[src/rtl/sico_if_arbiter_pkg.sv]
// Shared constants and helpers for the SiCo stream arbiter and its round-robin picker.
package sico_if_arbiter_pkg;

    localparam logic [0:0] ST_IDLE  = 1'b0;
    localparam logic [0:0] ST_GRANT = 1'b1;

    // $clog2 that never returns less than one bit
    function automatic int unsigned clog2_min1(input int unsigned n);
        return (n <= 2) ? 1 : $clog2(n);
    endfunction

endpackage

[src/rtl/sico_rr_pick.sv]
// Combinational round-robin picker: first set request scanning ptr, ptr+1, ... modulo N.
module sico_rr_pick
    import sico_if_arbiter_pkg::*;
#(
    parameter int unsigned N    = 2,
    parameter int unsigned ID_W = 1
) (
    input  logic [N-1:0]    req_i,
    input  logic [ID_W-1:0] ptr_i,
    output logic            any_c,
    output logic [ID_W-1:0] idx_c
);

    logic [31:0] cand;

    always_comb begin
        any_c = 1'b0;
        idx_c = '0;
        cand  = '0;
        for (int unsigned k = 0; k < N; k++) begin
            cand = 32'(ptr_i) + k;
            if (cand >= N) begin
                cand = cand - N;
            end
            if (!any_c && req_i[cand[ID_W-1:0]]) begin
                any_c = 1'b1;
                idx_c = cand[ID_W-1:0];
            end
        end
    end

endmodule

[src/rtl/sico_if_arbiter.sv]
// Round-robin arbiter sharing one SiCo valid/hold stream between N requesters,
// with bounded bursts and a source tag on the downstream side.
module sico_if_arbiter
    import sico_if_arbiter_pkg::*;
#(
    parameter  int unsigned N     = 2,
    parameter  int unsigned WIDTH = 16,
    parameter  int unsigned BURST = 4,
    localparam int unsigned ID_W  = clog2_min1(N)
) (
    input  logic                 clk_i,
    input  logic                 rst_ni,
    input  logic [N-1:0]         req_valid_i,
    input  logic [N*WIDTH-1:0]   req_data_i,
    output logic [N-1:0]         req_hold_o,
    output logic                 valid_o,
    output logic [WIDTH-1:0]     data_o,
    output logic [ID_W-1:0]      src_o,
    input  logic                 hold_i,
    output logic                 busy_o
);

    localparam int unsigned CNT_W    = clog2_min1(BURST + 1);
    localparam int unsigned LAST_CNT = (BURST == 0) ? 0 : BURST - 1;

    logic [0:0]       state_q, state_d;
    logic [ID_W-1:0]  g_q, g_d;
    logic [ID_W-1:0]  ptr_q, ptr_d;
    logic [CNT_W-1:0] cnt_q, cnt_d;

    logic             pick_any;
    logic [ID_W-1:0]  pick_idx;
    logic             grant_c;
    logic             g_valid_c;
    logic             xfer_c;
    logic [WIDTH-1:0] data_arr [N];

    sico_rr_pick #(
        .N    (N),
        .ID_W (ID_W)
    ) u_pick (
        .req_i (req_valid_i),
        .ptr_i (ptr_q),
        .any_c (pick_any),
        .idx_c (pick_idx)
    );

    for (genvar i = 0; i < N; i++) begin : g_lane
        assign data_arr[i]   = req_data_i[i*WIDTH +: WIDTH];
        // only the granted lane sees downstream back-pressure; everyone else waits
        assign req_hold_o[i] = ~(grant_c && (g_q == ID_W'(i))) | hold_i;
    end

    assign grant_c   = (state_q == ST_GRANT);
    assign g_valid_c = req_valid_i[g_q];
    assign xfer_c    = grant_c && g_valid_c && !hold_i;

    // Downstream side is a pass-through of the granted lane
    always_comb begin
        valid_o = grant_c && g_valid_c;
        data_o  = grant_c ? data_arr[g_q] : '0;
        src_o   = g_q;
        busy_o  = grant_c;
    end

    // Next-state: grant on any request, release on burst end or requester withdrawal
    always_comb begin
        state_d = state_q;
        g_d     = g_q;
        ptr_d   = ptr_q;
        cnt_d   = cnt_q;
        if (state_q == ST_IDLE) begin
            if (pick_any) begin
                state_d = ST_GRANT;
                g_d     = pick_idx;
                cnt_d   = '0;
            end
        end else begin
            if (!g_valid_c || (xfer_c && (BURST != 0) && (cnt_q == CNT_W'(LAST_CNT)))) begin
                state_d = ST_IDLE;
                cnt_d   = '0;
                ptr_d   = (g_q == ID_W'(N - 1)) ? '0 : g_q + ID_W'(1);
            end else if (xfer_c) begin
                cnt_d = cnt_q + CNT_W'(1);
            end
        end
    end

    always_ff @(posedge clk_i or negedge rst_ni) begin
        if (!rst_ni) begin
            state_q <= ST_IDLE;
            g_q     <= '0;
            ptr_q   <= '0;
            cnt_q   <= '0;
        end else begin
            state_q <= state_d;
            g_q     <= g_d;
            ptr_q   <= ptr_d;
            cnt_q   <= cnt_d;
        end
    end

endmodule
[config.mk]
export PLATFORM = sky130hd
export DESIGN_NAME = sico_if_arbiter
export DESIGN_NICKNAME = d
export VERILOG_FILES = /design/src/rtl/sico_if_arbiter_pkg.sv /design/src/rtl/sico_rr_pick.sv /design/src/rtl/sico_if_arbiter.sv
export SDC_FILE = /design/constraint.sdc
export NUM_CORES = 1
export LEC_CHECK = 0
export BUFFER_PORTS_ARGS = -buffer_cell sky130_fd_sc_hd__buf_4
export CAP_MARGIN = 40
export CORE_UTILIZATION = 25
export DETAILED_ROUTE_END_ITERATION = 8
export HOLD_SLACK_MARGIN = 0.05
export MAX_ROUTING_LAYER = met4
export SLEW_MARGIN = 20
export SYNTH_ARGS = -nofsm -noshare
export SYNTH_HDL_FRONTEND = slang
export SYNTH_HIERARCHICAL = 1
export SYNTH_SLANG_ARGS = --single-unit
[constraint.sdc]
create_clock -name clk_i -period 1.9 [get_ports clk_i]
set_input_delay 0 -clock clk_i [delete_from_list [all_inputs] [get_ports clk_i]]
set_output_delay 0 -clock clk_i [all_outputs]
set_load 0.05 [all_outputs]
==> results by group, run 1 <==
Run status
  – Status: finished, final reports clean

Die
  – Starting Density: 27.3%
  – IO Pins: 58
  – Count of standard-cell rows: 17
  – Core area: 2280 µm²
  – Die area: 2690 µm²
  – Die extent in y: 51.9 µm
  – Die extent in x: 51.9 µm

Layout
  – Layout Utilization: 48.7%
  – Diode count: 0
  – Area Growth Syn to Fin: 78.1%
  – Layout cells sized above 1: 52.0%
  – Design Area, Final: 1110 µm²
  – Final net count: 166

Timing
  – Clock Skew: 1.64 ps
  – Final Worst Setup Slack: 327 ps
  – Rel. slew slack: 58.9%
  – Fin. Hold Viols: 0
  – Max-slew violations: 0
  – Hold Worst Slack: 99.7 ps
  – Setup TNS: 0 ps
  – RSZ-0062 raised after global routing: no
  – Minimum clock period after layout: 1570 ps
  – Least-Margin Pin Slew: 617 ps
  – Final period util: 82.8%
  – Max Freq: 636 MHz
  – Final setup violation count: 0

Critical path
  – Worst R2R Setup Slack: 420 ps
  – CP endpoint kind: output port
  – Critical Path RT: 1900 ps
  – Critical Path Start Type: flop
  – CP delay by family, top: flip-flops
  – Cell Chain, Critical Path: or3b_1 -> buf_4
  – Slowest-stage cell, CP: dfrtp_1
  – Crit-path max FO: 26
  – Crit Path Category: reg -> out
  – Crit path buffers/inverters: 1
  – Slowest stage delay, CP: 730 ps
  – Reg2reg end: cnt_q[0]$_DFFE_PN0P_
  – Worst reg2reg path depth: 4
  – Crit path arrival time: 1570 ps
  – R2r startpoint: cnt_q[0]$_DFFE_PN0P_

Drt
  – TritonRoute pass-1 iters: 2
  – # DRC: 0
  – Drt initial violations: 2
  – Post-DRT Antenna Nets: 0
  – DR vias/cell: 4.50
  – Vias: 688
  – Drt wl/cell: 11.7 µm
  – Routed WL: 1790 µm

Placement
  – Setup WS pre-CTS: 425 ps
  – IO Port Bufs: 57
  – Dpl cell area: 1070 µm²
  – GP Congestion: 0.707

Synthesis
  – Synthesized area per cell: 9.28 µm²
  – Adder and majority gate portion of the synthesized area: 4.02%
  – Ys flop type: dfrtp_1
  – Mux contribution to synthesized area: 33.2%
  – Syn Nets: 106
  – Mapped Cells: 67
  – Largest family of logic cells by synthesized area: multiplexers
  – Synth Area in XOR/XNOR: 0%
  – Unique masters post-synth: 20
  – Area share of and/or/nand/nor cells after synthesis: 26.4%
  – YS warnings: 6
  – Cell Area, Synth: 622 µm²
  – Sequential element share of the synthesized area: 24.1%
  – Post-synthesis compound-gate area fraction: 7.04%
  – Post-synth EDFFs: 0
  – Post-synth ARST share: 100%
  – Yosys reg bits: 6

Pwr
  – Sequential share of power: 13.5%
  – Static leakage: 0.000593 µW
  – Pwr per Cell Area: 1690 nW/µm²
  – Int Pwr: 787 µW
  – Sw Ratio: 57.9%
  – Clock power share: 6.2%
  – P_sw: 1080 µW
  – Worst VDD drop: 0.814 mV
  – Part of the power in combinational logic: 80.4%

Clocking
  – Hold Buf Count CTS: 1
  – Clk sinks: 6
  – H-tree Lvls: 1
  – # Post-CTS Setup Buffers: 0
  – Clock root cell: clkbuf_4
  – CTS tree: yes
  – Clock transition at path regs: 40 ps
  – Cts bufs inserted: 3
  – Cells resized by post-CTS repair: 0
  – Max clock buf depth: 2
  – Clock latency on the worst-skew pair: 240 ps

Global route
  – Grt ovf: 0
  – Initial antenna violation count: 0
  – Largest net degree at the start of global routing: 27
  – Vias in the first global route: 602
  – Total track usage: 12.6%
  – First-pass GRT wire length: 2440 µm

Run
  – Maxcap violations: 0

Worst hold path
  – Worst Hold Class: in -> async
-- cells by family after synthesis --
logic type               Yosys count
AND/OR/NAND/NOR                   25
multiplexers                      20
buffers and inverters              8
AO/OA/AOI/OAI                      6
flip-flops                         6
adder cells (fa/ha/maj)            2
-- stage by stage --
stage               instances  power [µW]
floorplan                  67        1350
global placement          149        1760
detailed placement        149        1770
CTS                       153        1890
finish                    153        1870
global route              153        1970
-- power by group through the flow --
stage	clock [µW]	sequential [µW]	combinational, µW
global route	128	266	1580
detailed placement	0	256	1510
floorplan	0	285	1060
global placement	0	253	1510
finish	115	252	1500
CTS	119	255	1520
-- cells in the mapped netlist (all sizes together), types with 2 or more instances --
library cell,number,area (µm²)
nor2b,19,119
mux2i,18,184
dfrtp,6,150
inv,4,15.0
a22o,2,17.5
buf,2,10.0
clkbuf,2,7.51
ha,2,25.0
mux2,2,22.5
-- registers in the layout, indices dropped and copies added (netlist names) --
register and count:
busy_o 1, cnt_q 3, ptr_q 1, src_o 1
-- metal layers --
layer | routed length, µm | up-vias | global-route usage, % | part of all wire (%)
li1 | - | 347 | - | -
met1 | 709 | 304 | 12.9 | 40
met2 | 838 | 37 | 22.0 | 47
met3 | 243 | 0 | 5.56 | 14
met4 | 0 | 0 | 2.70 | 0
met5 | 0 | - | - | 0
-- worst reg2reg max path, stage by stage, from the launching register on --
cell and delay, ps:
dfrtp_1 380, ha_1 210, ha_1 200, nor4b_2 400, mux2_2 220
-- final cells by class --
| type | instances | area [µm²] |
|---|---|---|
| clock buffers | 3 | 22.5 |
| fillers | 237 | 1170 |
| flip-flops and latches | 6 | 150 |
| repair buffers | 59 | 445 |
| well taps | 28 | 35.0 |
| multi-input cells | 53 | 439 |
| inverters | 4 | 15.0 |
-- worst max-delay path by stage --
| stage | startpoint | endpoint | slack (ps) | cells past startpoint |
|---|---|---|---|---|
| after floorplan | src_o$_DFFE_PN0P_ | data_o[0] | 80 | 3 |
| after global placement | busy_o$_DFF_PN0_ | cnt_q[0]$_DFFE_PN0P_ | 530 | 2 |
| after detailed placement | cnt_q[0]$_DFFE_PN0P_ | cnt_q[0]$_DFFE_PN0P_ | 430 | 4 |
| after CTS | busy_o$_DFF_PN0_ | req_hold_o[0] | 300 | 2 |
| after global routing | busy_o$_DFF_PN0_ | req_hold_o[0] | 190 | 2 |
| final | busy_o$_DFF_PN0_ | req_hold_o[0] | 330 | 2 |
-- cells in the final DEF (no fill, tap or decap) --
| cell | synthesis | layout |
|---|---|---|
| mux2i_1 | 17 | 17 |
| o22ai_1 | 1 | 1 |
| dlygate4sd3_1 | 0 | 1 |
| nand3b_1 | 1 | 1 |
| inv_1 | 4 | 4 |
| or2_1 | 1 | 1 |
| or3b_1 | 1 | 1 |
| a21o_1 | 1 | 1 |
| a21boi_1 | 1 | 1 |
| nor2_1 | 1 | 1 |
| nand2_1 | 1 | 1 |
| mux2_2 | 2 | 2 |
| nor4b_2 | 1 | 1 |
| nor2b_1 | 19 | 19 |
| clkbuf_4 | 0 | 3 |
| a22o_1 | 2 | 2 |
| dfrtp_1 | 6 | 6 |
| mux2i_2 | 1 | 1 |
| o21ai_1 | 1 | 1 |
| buf_4 | 0 | 58 |
| ha_1 | 2 | 2 |
No activity file was read; power rests on OpenSTA's default activity.
==> inputs of run 2 (changes only) <==
clock period = 1.4 ns   (was 1.9 ns; I/O delays follow)
==> run 2 against run 1 <==
The flow now finishes with violations (setup timing). Hold slack got worse by 26 ps. Register-to-register slack got worse by 410 ps. Die area unchanged. Core utilization increased by 7.4 points. Worst setup slack got worse by 340 ps. Via count increased by 6.1%. Clock power increased by 61%. Final area increased by 15%. Largest cell class is now multi-input combinational cells.
==> results by group, run 2 (synthesized netlist as in run 1, its figures left out) <==
Timing
  – Final period util: 101%
  – Setup TNS: -10.8 ps
  – Rel. slew slack: 82.4%
  – Minimum clock period after layout: 1410 ps
  – Max Freq: 709 MHz
  – Clock Skew: 12.5 ps
  – Max-slew violations: 0
  – Least-Margin Pin Slew: 258 ps
  – RSZ-0062 raised after global routing: yes
  – Fin. Hold Viols: 0
  – Final setup violation count: 1
  – Final Worst Setup Slack: -10.8 ps

Layout
  – Diode count: 0
  – Most frequent cells in the layout: 58 x buf_4, 16 x nor2b_2, 15 x mux2i_1
  – Most flop-heavy register: cnt_q
  – Layout Utilization: 56.1%
  – Max FFs per register: 3
  – Design Area, Final: 1280 µm²
  – Area Growth Syn to Fin: 105%
  – Layout cells sized above 1: 71.8%
  – Most common cell after layout, fill and taps aside: buf_4
  – Final net count: 171

Drt
  – DR vias/cell: 4.59
  – Post-DRT Antenna Nets: 0
  – # DRC: 0
  – TritonRoute pass-1 iters: 2
  – Vias: 730
  – Drt initial violations: 6
  – Drt wl/cell: 11.9 µm
  – Routed WL: 1890 µm

Die
  – Core area: 2280 µm²
  – IO Pins: 58
  – Die extent in y: 51.9 µm
  – Count of standard-cell rows: 17
  – Die area: 2690 µm²
  – Die extent in x: 51.9 µm
  – Starting Density: 27.3%

Critical path
  – Crit Path Category: reg -> out
  – CP endpoint kind: output port
  – Crit path arrival time: 1410 ps
  – Worst R2R Setup Slack: 10 ps
  – Cell Chain, Critical Path: buf_8 -> or3b_1 -> buf_6
  – Critical Path Start Type: flop
  – Slowest stage delay, CP: 440 ps
  – CP delay by family, top: flip-flops
  – Crit-path max FO: 10
  – Crit path buffers/inverters: 2
  – Critical Path RT: 1400 ps
  – Slowest-stage cell, CP: dfrtp_2

Global route
  – Initial antenna violation count: 0
  – Grt ovf: 0
  – First-pass GRT wire length: 2910 µm
  – Largest net degree at the start of global routing: 18
  – Vias in the first global route: 677
  – Total track usage: 14.9%

Worst hold path
  – Worst Hold Class: in -> async

Clocking
  – CTS tree: yes
  – Clk sinks: 6
  – Clock latency on the worst-skew pair: 260 ps
  – Cts bufs inserted: 3
  – Clock transition at path regs: 60 ps
  – H-tree Lvls: 1
  – Max clock buf depth: 2
  – Clock root cell: clkbuf_4

Run status
  – Violated checks: setup timing
  – Status: finished with violations

Placement
  – DP HPWL: 1480 µm
  – IO Port Bufs: 57
  – Dpl cell area: 1150 µm²
  – Setup WS pre-CTS: -23.8 ps
  – GP Congestion: 0.737

Pwr
  – Sw Ratio: 53.9%
  – Clock power share: 6.3%
  – Sequential share of power: 10.8%
  – Int Pwr: 1360 µW
  – Final Power: 2960 µW
  – Worst VDD drop: 1.26 mV
  – Part of the power in combinational logic: 83.0%
  – Static leakage: 0.000657 µW
  – Pwr per Cell Area: 2320 nW/µm²
  – P_sw: 1600 µW

Run
  – Maxcap violations: 0
[run 2: what timing repair did]
action                     4_1_cts  5_1_grt
gates resized for setup          8        5
setup endpoints to repair        6       16
hold endpoints to repair         6        0
hold buffers                     1        0
pin swaps                        0        1
buffers inserted                 1        2
[run 2: power groups by stage]
stage | combinational, µW | sequential, µW | clock, µW
final | 2460 | 318 | 185
after global routing | 2570 | 333 | 202
after CTS | 2410 | 319 | 192
after detailed placement | 2260 | 315 | 0
after global placement | 2240 | 307 | 0
after floorplan | 1560 | 396 | 0
[run 2: stage by stage]
step	instances	hold slack (ps)
6_report	159	73.5
5_1_grt	159	85.2
4_1_cts	157	70.4
3_5_place_dp	151	-188
3_3_place_gp	151	-186
2_1_floorplan	67	-296
[run 2: cell type report]
class / count / area [µm²]
sequential: 6 / 153
inverter: 4 / 15.0
clock buffer: 4 / 26.3
fill: 202 / 1000
timing repair buffer: 64 / 514
tap: 28 / 35.0
multi-input combinational: 53 / 533
[run 2: layer usage]
metal | wire (µm) | share of wire [%] | track usage [%]
met1 | 738 | 39 | 15.9
met4 | 16 | 0.85 | 4.05
met5 | 0 | 0 | -
met2 | 1030 | 54 | 26.5
met3 | 105 | 5.6 | 4.39
[run 2: worst paths after layout]
path,start,end,depth (start not counted)
min in group clk_i,hold_i,cnt_q[2]$_DFFE_PN0P_,3
min reg2reg,cnt_q[1]$_DFFE_PN0P_,cnt_q[1]$_DFFE_PN0P_,1
max,src_o$_DFFE_PN0P_,req_hold_o[0],3
min,rst_ni,cnt_q[2]$_DFFE_PN0P_,2
max reg2reg,src_o$_DFFE_PN0P_,cnt_q[0]$_DFFE_PN0P_,4
max in group asynchronous,rst_ni,cnt_q[0]$_DFFE_PN0P_,2
